File: config.mk
export PLATFORM = sky130hd
export DESIGN_NAME = sat_counter
export DESIGN_NICKNAME = d
export VERILOG_FILES = /design/src/rtl/sat_counter.sv
export SDC_FILE = /design/constraint.sdc
export NUM_CORES = 1
export LEC_CHECK = 0
export CORE_MARGIN = 2
export CORE_UTILIZATION = 35
export CTS_CLUSTER_DIAMETER = 30
export CTS_CLUSTER_SIZE = 30
export DETAILED_ROUTE_END_ITERATION = 16
export PLACE_DENSITY_LB_ADDON = 0.2
export SKIP_LAST_GASP = 1
export SYNTH_ARGS = -nofsm -noshare
export SYNTH_HDL_FRONTEND = slang
export SYNTH_SLANG_ARGS = --single-unit
export TNS_END_PERCENT = 50
File: constraint.sdc
create_clock -name clk -period 4.7 [get_ports clk]
set_input_delay 0.705 -clock clk [delete_from_list [all_inputs] [get_ports clk]]
set_output_delay 0.705 -clock clk [all_outputs]
set_load 0.03 [all_outputs]
File: src/rtl/sat_counter.sv
`default_nettype none
// ============================================================================
//  Module      : sat_counter
//  Description : Event counter that sticks at all-ones; clear beats inc.
//  Revision    : 1.0 - initial release
// ============================================================================
module sat_counter #(
    parameter int W = 8
) (
    input  logic         clk,
    input  logic         reset,
    input  logic         inc,
    input  logic         clear,
    output logic [W-1:0] value
);

    localparam logic [W-1:0] c_MAX = {W{1'b1}};

    // Count events, never rolling over; a clear drops a same-cycle event
    always_ff @(posedge clk or posedge reset) begin
        if (reset) begin
            value <= '0;
        end else if (clear) begin
            value <= '0;
        end else if (inc && (value != c_MAX)) begin
            value <= value + W'(1);
        end
    end

endmodule
`default_nettype wire

# After elaboration in Yosys (flattened, before gate mapping)
# Index checks and enable logic that the tools add are counted.
[word_totals] regBits=8 inputBits=4 output_inout_bits=8 elab_cells=7
[classes] n_addsub=1 eq_ne=1 n_mux=2 n_reduce_logical=2
[ops] cell="$mux W8" n=2
[ops] cell="$add A8 B1 Y8 const B" n=1
[ops] cell="$ne A8 B8 Y1 const B" n=1
[ops] cell="$reduce_bool A2 Y1" n=1
[ops] cell="$logic_and A1 B1 Y1" n=1

# Longest topological paths before layout
[depth] depth_word=4 mapped_depth=4 depth_no_buf=4

# Worst setup path after synthesis
# No wires, ideal clock.
[synth_path] path_type="register to register" startpoint="register value[0]" endpoint="register value[5]" setup_ns=0.125 arrival_time_ns=1.577 t_required_ns=4.575 setup_slack_ns=2.998 stages_incl_launch_ff=5 path_buffers=0 synth_period_minus_slack_ns=1.702 cell_sequence="dfrtp_1 -> ha_1 -> and3_1 -> a211oi_2 -> mux2_4"
[synth_between] elab_chain_len=3 word_cells_on_any_way=6 cone_classes="add/sub (1); eq/ne (1); mux (2); reduce/logical (2)"
[synth_rtl] item="start: declaration" line="14" text="output logic [W-1:0] value"
[synth_rtl] item="start signal: assignment" line="26" text="value <= value + W'(1);"
[synth_rtl] item="$add A8 B1 Y8 / $ne A8 B8 Y1 (equally long branches)" line="26, 25"
[synth_rtl] item="$mux W8 / $logic_and A1 B1 Y1 (equally long branches)" line="25" text="end else if (inc && (value != c_MAX)) begin"
[synth_rtl] item="$mux W8 / $reduce_bool A2 Y1 (equally long branches)"
# Parallel ways exist; a longest one is shown, timed or not. The select of a mux whose other input is x is not followed.
# A chain may end at the register's enable or synchronous reset.

# Worst setup path in the final report
[layout_path] startpoint="register value[7]" endpoint="output value[7]"
# No word-level cell between the ends.

==> key figures <==
Outcome
  – Outcome: completed

Global route
  – Largest net degree at the start of global routing: 11
  – First-pass GRT wire length: 1.759 mm
  – Met3 Track Usage GR: a little under a tenth
  – Overall routing resource usage: a little over an eighth
  – Met1 usage: between 10% and 20%
  – Initial antenna violation count: 0
  – Total gr overflow: 0
  – GRT met2 Usage: 18.13%
  – GRT busiest layer: met2
  – Vias in the first global route: about 400

STA
  – Fmax: 473.6 MHz
  – Worst-margin pin slew: about 0.36 ns
  – Clk_skew: 0.005130 ns
  – Fin crit share: between 40% and 50%
  – Final min period: 2.112 ns
  – Final worst slack: ~2.6 ns
  – Hold Fails Final Rpt: 0
  – Slew headroom: 75.65%
  – RSZ-0062 raised after global routing: false
  – Setup TNS Final: 0 ns
  – Slew Viols, Final: 0
  – Count of final setup violators: 0

Setup path
  – Crit path DAT: roughly 1.4 ns
  – Startpoint types: register
  – WP buf/inv: 1
  – Delay-heaviest family, CP: buffers and inverters
  – Crit-path max FO: 7
  – Crit path launch: value[7]
  – Slowest stage delay, CP: between 0.7 and 0.8 ns
  – Critical register-to-register path startpoint: value[0]
  – Slowest cell on crit path: clkdlybuf4s50_1
  – Critical path, cell by cell: clkdlybuf4s50_1
  – CP required: between 3 and 4 ns
  – Setup CP Type: register to output pin
  – Crit end category: output pin

Synth
  – Synth cell count leaders: dfrtp_1 (8), mux2_4 (4), nand2_1 (4), nor2_1 (4), nor2b_1 (4)
  – Syn Area/Cell: between 10 and 15 µm²
  – Asr flop ratio synth: 100.0%
  – Netlist cell types: 25
  – Synth area leaders: dfrtp_1 (40%), mux2_4 (12%), nor2b_1 (5.0%)
  – Area share of the largest cell type after synthesis: roughly two fifths
  – Syn nets: 54
  – Netlist Area Pre-Place: ~500 µm²
  – Yosys top cell by area: dfrtp_1
  – Synth Flop Type: dfrtp_1
  – EDFF count, synth: 0
  – Most frequent cell after synthesis: dfrtp_1
  – YS warnings: 0
  – Sequential share of the synthesized area: 39.70%
  – Synthesis-stage register bit count: 8
  – Syn Inst Count: between 40 and 50

Run
  – Max-Cap Viols: 0

Cells and area
  – Ant diodes: 0
  – Top reg by flops: value
  – Area of the multi-input gates: around 280 µm²
  – FILL cells: about 120
  – Area growth, synth to finish: 27.05%
  – Final nets: a little under 70
  – Post-Layout Cell Count: 76
  – Reg area: between 200 and 250 µm²
  – Largest regs: value (8)
  – Share of layout cells above drive strength 1: a little under a fifth
  – Max FFs per register: 8

Hold path
  – Hold_sp: value[1]
  – Hold Path Class: register to register

Place
  – Post-Place Cells: 73
  – I/O Buffers: 11
  – GP Congestion: 0.8640
  – HPWL after detailed placement: a little over 700 µm
  – Pre-CTS WS: approximately 2.5 ns

Power and ir drop
  – VDD IR-drop max: roughly 200 µV
  – Leakage Power: 0.2862 nW
  – PwrDens: between 200 and 250 nW/µm²

Clock network
  – CTS resizes: 0
  – Clock Latency Late Sink: between 0.2 and 0.3 ns
  – Hold-fix buffers, CTS: 0
  – Clock slew at reported path FFs: roughly 0.05 ns
  – # Post-CTS Setup Buffers: 0
  – H-tree depth: 1
  – CTS sink cnt: 8
  – CTS root buf: clkbuf_4
  – Clock Tree Buf Depth: 2
  – CTS tree: done
  – CTS Buf Count: 3

Floorplanning
  – # rows: 13
  – Die W: approximately 42 µm
  – Die H: ~42 µm
  – Die area: between 1500 and 2000 µm²
  – I/O pin total: 12
  – Initial Utilization: about two fifths
  – Core Area: between 1000 and 1500 µm²

Route
  – Wire per inst: 12.67 µm
  – DRT iter0 DRCs: 23
  – Post-route ant nets: 0
  – DRT Wirelength: 963 µm
  – Via count: 406
  – Drt pass-1 iters: 4
  – Drc violations: 0
  – Routed vias/inst: around 5.3
## final cells by class
class	instances	area share [%]
repair buffers	11	17.19
well taps	15	2.930
inverters	2	1.172
multi-input cells	37	43.95
clock buffers	3	3.516
flip-flops and latches	8	31.25
## per-stage QoR
stage	utilization, %	hold slack, ns	power (W)	cell area, µm²
after CTS	48.62	0.5767	0.0001458	640.6
after detailed placement	46.91	0.5695	0.00009293	618.1
after floorplan	-	0.5207	0.00008496	504.2
after global placement	46.91	0.5654	0.00009275	618.1
final	48.62	0.5774	0.0001431	640.6
after global routing	48.62	0.5992	0.0001513	640.6
## final timing paths
kind | end | slack [ns] | cells past startpoint
setup / recovery | value[7] | 2.59 | 1
hold / removal | value[1] | 0.58 | 2
setup reg to reg | value[5] | 3.07 | 4
hold reg to reg | value[1] | 0.58 | 2
max in group asynchronous | value[1] | 3.76 | 2
min in group asynchronous | value[0] | 0.70 | 2
## cell usage in the layout, fill, tap and decap left out, drive strengths merged, types with 2 or more instances in the layout
cell type / Yosys / routed
nor2b: 4 / 4
dfrtp: 8 / 8
inv: 2 / 2
mux2: 4 / 4
nand2: 4 / 4
nand4: 2 / 2
clkbuf: 1 / 3
clkdlybuf4s50: 0 / 11
nand3: 2 / 2
nor2: 4 / 4
a21oi: 4 / 4
## logic make-up after synthesis
| kind of cell | count (synthesis) | synth area share [%] |
|---|---|---|
| muxes | 5 | 13.90 |
| buffers and inverters | 4 | 4.466 |
| AOI/OAI and AO/OA | 9 | 15.63 |
| and+or+nand+nor | 22 | 23.82 |
| DFF | 8 | 39.70 |
| adders and majority gates | 1 | 2.481 |
## layer usage
metal | up-vias | wire, µm | share of wire [%]
li1 | 200 | - | -
met1 | 189 | 435 | 45
met2 | 15 | 432 | 45
met3 | 2 | 83 | 8.6
met4 | 0 | 11 | 1.1
met5 | - | 0 | 0
## power by group
part / switching [W] / total, W / internal (W)
Combinational: 0.0000101 / 0.0000190 / 0.00000883
Clock: 0.0000223 / 0.0000515 / 0.0000291
Sequential: 0.00000204 / 0.0000727 / 0.0000707
(Power assumes the default switching activity.)
